`config.mk`:
```
export PLATFORM = sky130hd
export DESIGN_NAME = lsu_misalign_seq
export DESIGN_NICKNAME = d
export VERILOG_FILES = /design/src/rtl/lsu_misalign_seq.sv
export SDC_FILE = /design/constraint.sdc
export NUM_CORES = 1
export LEC_CHECK = 0
export ABC_CLOCK_PERIOD_IN_PS = 4300
export BUFFER_PORTS_ARGS = -buffer_cell sky130_fd_sc_hd__buf_2
export CAP_MARGIN = 10
export CORE_MARGIN = 4
export CORE_UTILIZATION = 30
export DETAILED_ROUTE_END_ITERATION = 10
export RECOVER_POWER = 100
export SYNTH_ARGS = -nofsm -noshare
export SYNTH_HDL_FRONTEND = slang
export SYNTH_SLANG_ARGS = --single-unit
export TNS_END_PERCENT = 10
```
`constraint.sdc`:
```
create_clock -name clk_i -period 4.3 [get_ports clk_i]
set_input_delay 0.645 -clock clk_i [delete_from_list [all_inputs] [get_ports clk_i]]
set_output_delay 0.645 -clock clk_i [all_outputs]
set_load 0.01 [all_outputs]
```
`src/rtl/lsu_misalign_seq.sv`:
```
// Load/store sequencer between execute and a byte-addressed data memory; aligned accesses go out as one native access, misaligned half/word accesses as byte accesses.
// Latency from the accept edge to resp_valid_o: aligned 2 cycles, misaligned size+1 cycles, fault 1 cycle.
// Backpressure: req_ready_o is high only in IDLE, so one request is in flight at a time and request inputs are ignored while busy.
// Ports: clk_i/rst_i (sync, active-high); req_* request in; resp_* one-cycle completion;
//        dm_* registered memory interface; dm_rdata_i settles mid-cycle and is captured at the closing edge.
module lsu_misalign_seq #(
    parameter int unsigned MEM_BYTES = 4096
) (
    input  logic        clk_i,
    input  logic        rst_i,
    input  logic        req_valid_i,
    input  logic        req_we_i,
    input  logic [2:0]  req_funct3_i,
    input  logic [31:0] req_addr_i,
    input  logic [31:0] req_wdata_i,
    output logic        req_ready_o,
    output logic        resp_valid_o,
    output logic [31:0] resp_rdata_o,
    output logic        resp_fault_o,
    output logic [31:0] dm_addr_o,
    output logic [31:0] dm_wdata_o,
    output logic [2:0]  dm_ctrl_o,
    output logic        dm_we_o,
    input  logic [31:0] dm_rdata_i
);

    typedef enum logic [2:0] {IDLE, SINGLE, BYTES, RESP, FAULT} state_t;

    state_t      state_q, state_d;
    logic        we_q, we_d;
    logic [2:0]  funct3_q, funct3_d;
    logic [31:0] addr_q, addr_d;
    logic [31:0] wdata_q, wdata_d;
    logic [1:0]  cnt_q, cnt_d;
    logic [31:0] buf_q, buf_d;
    logic [31:0] dm_addr_q, dm_addr_d;
    logic [31:0] dm_wdata_q, dm_wdata_d;
    logic [2:0]  dm_ctrl_q, dm_ctrl_d;
    logic        dm_we_q, dm_we_d;
    logic        resp_valid_q, resp_valid_d;
    logic        resp_fault_q, resp_fault_d;
    logic [31:0] resp_rdata_q, resp_rdata_d;

    // Request classification, evaluated on the raw inputs in IDLE.
    logic [2:0]  req_size;
    logic [32:0] req_end;
    logic        req_illegal, req_oor, req_aligned;

    always_comb begin
        case (req_funct3_i[1:0])
            2'b00:   req_size = 3'd1;
            2'b01:   req_size = 3'd2;
            default: req_size = 3'd4;
        endcase
        // 33-bit sum so addresses near 2^32 cannot wrap back into range.
        req_end     = {1'b0, req_addr_i} + {30'b0, req_size};
        req_oor     = req_end > 33'(MEM_BYTES);
        req_illegal = (req_funct3_i == 3'b011) || (req_funct3_i[2:1] == 2'b11) ||
                      (req_we_i && req_funct3_i[2]);
        req_aligned = (req_funct3_i[1:0] == 2'b00) ||
                      (req_funct3_i[1:0] == 2'b01 && !req_addr_i[0]) ||
                      (req_funct3_i[1:0] == 2'b10 && req_addr_i[1:0] == 2'b00);
    end

    function automatic logic [31:0] extend(input logic [31:0] v, input logic [2:0] f3);
        case (f3[1:0])
            2'b00:   return {{24{~f3[2] & v[7]}}, v[7:0]};
            2'b01:   return {{16{~f3[2] & v[15]}}, v[15:0]};
            default: return v;
        endcase
    endfunction

    // Index of the last byte in a split access: 1 for half, 3 for word.
    logic [1:0]  last_idx;
    logic [1:0]  cnt_nx;
    logic [31:0] buf_upd;
    assign last_idx = {funct3_q[1], funct3_q[1] | funct3_q[0]};
    assign cnt_nx   = cnt_q + 2'd1;

    always_comb begin
        state_d      = state_q;
        we_d         = we_q;
        funct3_d     = funct3_q;
        addr_d       = addr_q;
        wdata_d      = wdata_q;
        cnt_d        = cnt_q;
        buf_d        = buf_q;
        dm_addr_d    = dm_addr_q;
        dm_wdata_d   = dm_wdata_q;
        dm_ctrl_d    = dm_ctrl_q;
        dm_we_d      = 1'b0;
        resp_valid_d = 1'b0;
        resp_fault_d = 1'b0;
        resp_rdata_d = 32'd0;
        buf_upd      = buf_q;
        buf_upd[{cnt_q, 3'b000} +: 8] = dm_rdata_i[7:0];

        // The dm_*_d values describe the access of the cycle about to begin.
        case (state_q)
            IDLE: begin
                if (req_valid_i) begin
                    we_d     = req_we_i;
                    funct3_d = req_funct3_i;
                    addr_d   = req_addr_i;
                    wdata_d  = req_wdata_i;
                    buf_d    = 32'd0;
                    cnt_d    = 2'd0;
                    if (req_illegal || req_oor) begin
                        state_d      = FAULT;
                        resp_valid_d = 1'b1;
                        resp_fault_d = 1'b1;
                    end else if (req_aligned) begin
                        state_d    = SINGLE;
                        dm_addr_d  = req_addr_i;
                        dm_ctrl_d  = req_funct3_i;
                        dm_we_d    = req_we_i;
                        dm_wdata_d = req_wdata_i;
                    end else begin
                        state_d    = BYTES;
                        dm_addr_d  = req_addr_i;
                        dm_ctrl_d  = req_we_i ? 3'b000 : 3'b100;
                        dm_we_d    = req_we_i;
                        dm_wdata_d = {24'd0, req_wdata_i[7:0]};
                    end
                end
            end
            SINGLE: begin
                state_d      = RESP;
                resp_valid_d = 1'b1;
                if (!we_q) begin
                    buf_d        = dm_rdata_i;
                    resp_rdata_d = extend(dm_rdata_i, funct3_q);
                end
            end
            BYTES: begin
                if (!we_q) buf_d = buf_upd;
                if (cnt_q == last_idx) begin
                    state_d      = RESP;
                    resp_valid_d = 1'b1;
                    if (!we_q) resp_rdata_d = extend(buf_upd, funct3_q);
                end else begin
                    cnt_d      = cnt_nx;
                    dm_addr_d  = addr_q + {30'd0, cnt_nx};
                    dm_we_d    = we_q;
                    dm_wdata_d = {24'd0, wdata_q[{cnt_nx, 3'b000} +: 8]};
                end
            end
            default: state_d = IDLE;   // RESP and FAULT last one cycle
        endcase
    end

    always_ff @(posedge clk_i) begin
        if (rst_i) begin
            state_q      <= IDLE;
            we_q         <= 1'b0;
            funct3_q     <= 3'd0;
            addr_q       <= 32'd0;
            wdata_q      <= 32'd0;
            cnt_q        <= 2'd0;
            buf_q        <= 32'd0;
            dm_addr_q    <= 32'd0;
            dm_wdata_q   <= 32'd0;
            dm_ctrl_q    <= 3'b010;
            dm_we_q      <= 1'b0;
            resp_valid_q <= 1'b0;
            resp_fault_q <= 1'b0;
            resp_rdata_q <= 32'd0;
        end else begin
            state_q      <= state_d;
            we_q         <= we_d;
            funct3_q     <= funct3_d;
            addr_q       <= addr_d;
            wdata_q      <= wdata_d;
            cnt_q        <= cnt_d;
            buf_q        <= buf_d;
            dm_addr_q    <= dm_addr_d;
            dm_wdata_q   <= dm_wdata_d;
            dm_ctrl_q    <= dm_ctrl_d;
            dm_we_q      <= dm_we_d;
            resp_valid_q <= resp_valid_d;
            resp_fault_q <= resp_fault_d;
            resp_rdata_q <= resp_rdata_d;
        end
    end

    assign req_ready_o  = (state_q == IDLE);
    assign resp_valid_o = resp_valid_q;
    assign resp_fault_o = resp_fault_q;
    assign resp_rdata_o = resp_rdata_q;
    assign dm_addr_o    = dm_addr_q;
    assign dm_wdata_o   = dm_wdata_q;
    assign dm_ctrl_o    = dm_ctrl_q;
    assign dm_we_o      = dm_we_q;

endmodule
```
Word-level counts from Yosys, hierarchy flattened

Cells that the tools add are included.

Logic and storage cells: 105
Bits in registers: 207

Shift-type cells: 3
Reduce and logical (&&, ||, !) cells: 22
Mux-type cells: 39
Order comparisons: 1
Bitwise operators: 8
$add $sub $neg: 4
Equality and inequality tests: 14

Operator list:

| operator                                                                | count |
|---|---|
| 32-bit two-way mux                                                      | 13 |
| 32-bit case mux with 2 select lines                                     | 5 |
| 32-bit case mux with 3 select lines                                     | 1 |
| 32-bit by 3-bit adder with 33-bit output                                | 1 |
| 33-bit by 13-bit > comparator with 1-bit output (second input constant) | 1 |
| 32-bit by 2-bit adder with 32-bit output                                | 1 |
| 32-bit bitwise mux                                                      | 1 |
| 8-bit by 7-bit variable shift with 32-bit output (first input constant) | 1 |
| 32-bit by 6-bit indexed part select with 8-bit output                   | 1 |
| 8-bit by 7-bit indexed part select with 32-bit output                   | 1 |
| 3-bit two-way mux                                                       | 5 |
| 2-bit != test (second input constant)                                   | 6 |
| 3-bit case mux with 3 select lines                                      | 1 |
| 4-bit AND reduction                                                     | 2 |
| 5-bit negation with 7-bit output                                        | 1 |
| 3-bit by 2-bit equality test with 1-bit output (second input constant)  | 2 |
| 2-bit zero test                                                         | 3 |
| 1-bit two-way mux                                                       | 6 |
| 2-bit two-way mux                                                       | 3 |
| 3-bit case mux with 2 select lines                                      | 1 |
| 3-bit AND reduction                                                     | 2 |
| 1-bit logical OR                                                        | 5 |
| 1-bit bitwise AND                                                       | 4 |
| 2-bit by 1-bit equality test with 1-bit output (second input constant)  | 2 |
| other kinds (16)                                                        | 22 |

Depth between registers and ports, before layout

Depth after elaboration: 8
Depth in mapped cells: 14
Depth with buffers taken out: 11

Worst setup path before layout

No wires, ideal clock.

Path type: in2reg
From: input req_funct3_i[0]
To: register dm_addr_q[0] (netlist: dm_addr_o[0])
Data required time: 4.177 ns
Arrival: 3.264 ns
Path slack: 0.912 ns
Cell stages on the path: 13
Cell sequence: nor2_1 ha_1 fa_1 a21oi_1 nor2_1 nand3_1 mux2_2 and4_1 clkbuf_1 nand2_1 o21a_1 buf_4 mux2_1

Cells in the longest elaborated chain, start to end: 7
Elaborated cells on any way between the ends: 11
Classes of those cells: 1 x add/sub; 1 x order compare; 3 x eq/ne; 1 x mux; 5 x reduce/logical

RTL lines:

| item                                                                                     | RTL line | source |
|---|---|---|
| start: declaration                                                                       | 13       | `input logic [2:0] req_funct3_i,` |
| 2-bit by 1-bit equality test with 1-bit output / 2-bit zero test (equally long branches) | 50       | `case (req_funct3_i[1:0])` |
| 3-bit case mux with 2 select lines                                                       | 50       |  |
| 32-bit by 3-bit adder with 33-bit output                                                 | 56       | `req_end = {1'b0, req_addr_i} + {30'b0, req_size};` |
| 33-bit by 13-bit > comparator with 1-bit output                                          | 57       | `req_oor = req_end > 33'(MEM_BYTES);` |
| 1-bit logical OR *                                                                       | 108      | `if (req_illegal \|\| req_oor) begin` |
| 2-bit != test (no line) *                                                                | -        |  |
| 4-bit AND reduction (no line) *                                                          | -        |  |
| end signal: assignment                                                                   | 176      | `dm_addr_q <= dm_addr_d;` |
| end: declaration                                                                         | 36       | `logic [31:0] dm_addr_q, dm_addr_d;` |

Every way passes the cells marked *; elsewhere a longest branch is shown, timed or not.
A chain may end at the register's enable or synchronous reset.

Worst setup path after layout

From: input req_funct3_i[1]
To: register dm_addr_q[18] (netlist: dm_addr_o[18])

The elaborated chain is that of the path after synthesis.

==> results.toml <==
[run_status]
status = "finished, final reports clean"

[power]
power.leakage_uw = 0.00468
seqPwrFrac_pct = 43.5
pwr-share-clk_pct = 47.8
combPwrFrac_pct = 8.6
power_density_nw_per_um2 = 374
switching_share_pct = 24.8
irDropWorstVdd_mv = 0.321
p_sw_uw = 1150
intPower_uw = 3470

[placed_design]
gp_congestion = 0.872
portBuffers = 205
dp_slack_ns = 0.375
dp_hpwl_um = 23300

[yosys]
synth_flop_cell = "dfxtp_1"
synth-async-reset-ratio_pct = 0
yosys_warnings = 0
synth_edf_count = 0
netlist.top_cell.by_area = "dfxtp_1"
synth_cell_types = 58
syn_inst = 1305
ys_seq_elements = 207
synth.avg_cell_area_um2 = 7.86
synth.net_count = 1420
syn_area_um2 = 10300
ys_seq_area_share_pct = 40.4
yosys-top-cells-area = "dfxtp_1 (40%), nand2_1 (11%), a21oi_1 (7.2%), mux2i_1 (4.7%), a22oi_1 (3.6%)"
synth_top_area_share_pct = 40.4

[clocking]
cts_tree = "done"
htreeDepth = 1
cts_setup_buffers = 0
cts-buffers-inserted = 25
cts.path.max_buffers = 3
clkTransAtPathRegs_ns = 0.06
post_cts_resize_count = 0
cts_hold_buffers = 0
clk_latency_ns = 0.53
root_buffer = "clkbuf_16"
clock-sinks = 207

[finish]
layout-drive-gt1-share_pct = 12.5
final_cell_mix = "nand2_1 (311), dfxtp_1 (207), a21oi_1 (148)"
n_antenna_cell = 0
area_growth_pct = 20.7
nFillCells = 3626
mostFrequentLayoutCell = "nand2_1"
nNetsFinal = 1581

[global_route]
grt_max_degree = 69
grt_remaining_overflow = 0
antenna_found_initial = 2
grt_pass1_vias = 9314
grt_usage_pct = 16.9
grt_pass1_wl_um = 51300

[floorplanning]
dieArea_um2 = 37200
ios = 206
start_util_pct = 30.5
std_cell_rows = 67
die_y_um = 193
fp.dieW_um = 193
core_area_um2 = 33600

[worst_setup_path]
crit_required_ns = 4.76
worst-setup-path-type = "input pin to register"
cp-start-kind = "input pin"
endpoint_kind = "register"
crit_arrival_ns = 4.17
reg2reg_depth = 6
crit_fanout = 21

[routing]
drcViolationCount = 0
post_drt_wl_per_cell_um = 17.1
routed_wl_um = 33000
drtPass1Iterations = 6
ant_nets = 0
viasPerCell = 5.10
vias = 9842
drt_iter0_markers = 562

[sta]
holdWs_ns = 0.367
rsz0062_at_grt = "false"
finalCritPeriodShare_pct = 86.4
slew_headroom_pct = 1.97
hold_viol = 0
slew_violations = 0
fin_ws_ns = 0.587
fin_crit_ns = 3.71
worst_slew_pin_slew_ns = 1.47
tns_ns = 0
setup_viol = 0
clock_skew_ns = 0.0234
fmaxAchievable_mhz = 269

[hold_path]
hold_class = "input pin to register"
whs_path_depth = 3

[job]
drv_cap = 0
## power by group through the flow
stage,Clock [µW],Combinational (µW),Sequential [µW]
global route,2340,445,2020
finish,2210,400,2010
floorplan,0,248,2040
CTS,2270,402,2010
global placement,0,396,2050
detailed placement,0,400,2050
## per-stage QoR
stage	util, %	total power [µW]	std cells	instance area, µm²
2_1_floorplan	-	2290	1305	10300
3_3_place_gp	34.7	2450	1886	11700
3_5_place_dp	34.7	2450	1886	11700
4_1_cts	37.3	4680	1929	12500
5_1_grt	36.8	4800	1930	12400
6_report	36.8	4620	1930	12400
## cells by family after synthesis
kind of cell | after synthesis | synth area share (%)
AO/OA/AOI/OAI | 319 | 19.0
buffers and inverters | 124 | 4.97
AND/OR/NAND/NOR | 532 | 22.5
multiplexers | 68 | 7.76
adder cells (fa/ha/maj) | 12 | 1.61
flip-flops | 207 | 40.4
XOR/XNOR | 43 | 3.67
## critical path: stages
cell and delay (ns):
clkbuf_1 0.27, nor2_1 0.08, ha_1 0.23, fa_1 0.43, a21oi_1 0.26, nor2_1 0.20
nand3_1 0.15, mux2_2 0.34, and4_1 0.28, nand2_1 0.12, o21a_4 0.42, clkbuf_2 0.48
mux2i_1 0.24
## sequential cells by signal, indices dropped and copies added (netlist names)
register / cells
dm_ctrl_o: 3
resp_valid_o: 1
funct3_q: 3
resp_rdata_o: 32
buf_q: 32
dm_we_o: 1
cnt_q: 2
state_q: 3
resp_fault_o: 1
wdata_q: 32
we_q: 1
dm_addr_o: 32
dm_wdata_o: 32
addr_q: 32
## metal layers
metal  wire, µm  GRT usage [%]  up-vias
li1           -              -     4851
met1      15400           23.5     4653
met2      14900           27.6      288
met3       2090           2.80       46
met4        589           3.40        4
met5         14              0        -
## synth_stat cells (8+ instances only)
cell,number
nor3_1,15
a21oi_1,148
nor2b_1,22
buf_2,8
nand3_1,33
xnor2_1,24
ha_1,10
mux2i_1,48
o21ai_0,37
nand2_1,312
and3_1,10
a22oi_1,49
nor2_1,90
mux2_1,11
xor2_1,19
nand4_1,19
clkbuf_1,81
dfxtp_1,207
inv_1,26
o211ai_1,23
a211oi_1,28
and2_1,8
mux4_2,8
## final timing paths
kind,from,to,slack (ns)
worst min-delay path,req_wdata_i[30],dm_wdata_o[30]$_SDFFE_PP0P_,0.37
worst min register to register,wdata_q[21]$_SDFFE_PP0P_,wdata_q[21]$_SDFFE_PP0P_,0.45
worst max-delay path,req_funct3_i[1],dm_addr_o[18]$_SDFFE_PP0P_,0.59
worst max register to register,state_q[2]$_SDFFE_PP0P_,dm_addr_o[30]$_SDFFE_PP0P_,0.68
## final cells by class
cell class	count	area (µm²)	share of cell area (%)
inverter	27	101	0.819
multi-input combinational	974	5630	45.5
timing repair buffer	231	1080	8.72
clock inverter	9	129	1.04
clock buffer	34	729	5.90
sequential	207	4140	33.5
tap	448	561	4.53
Note: power is estimated with default switching activity, not from simulation.
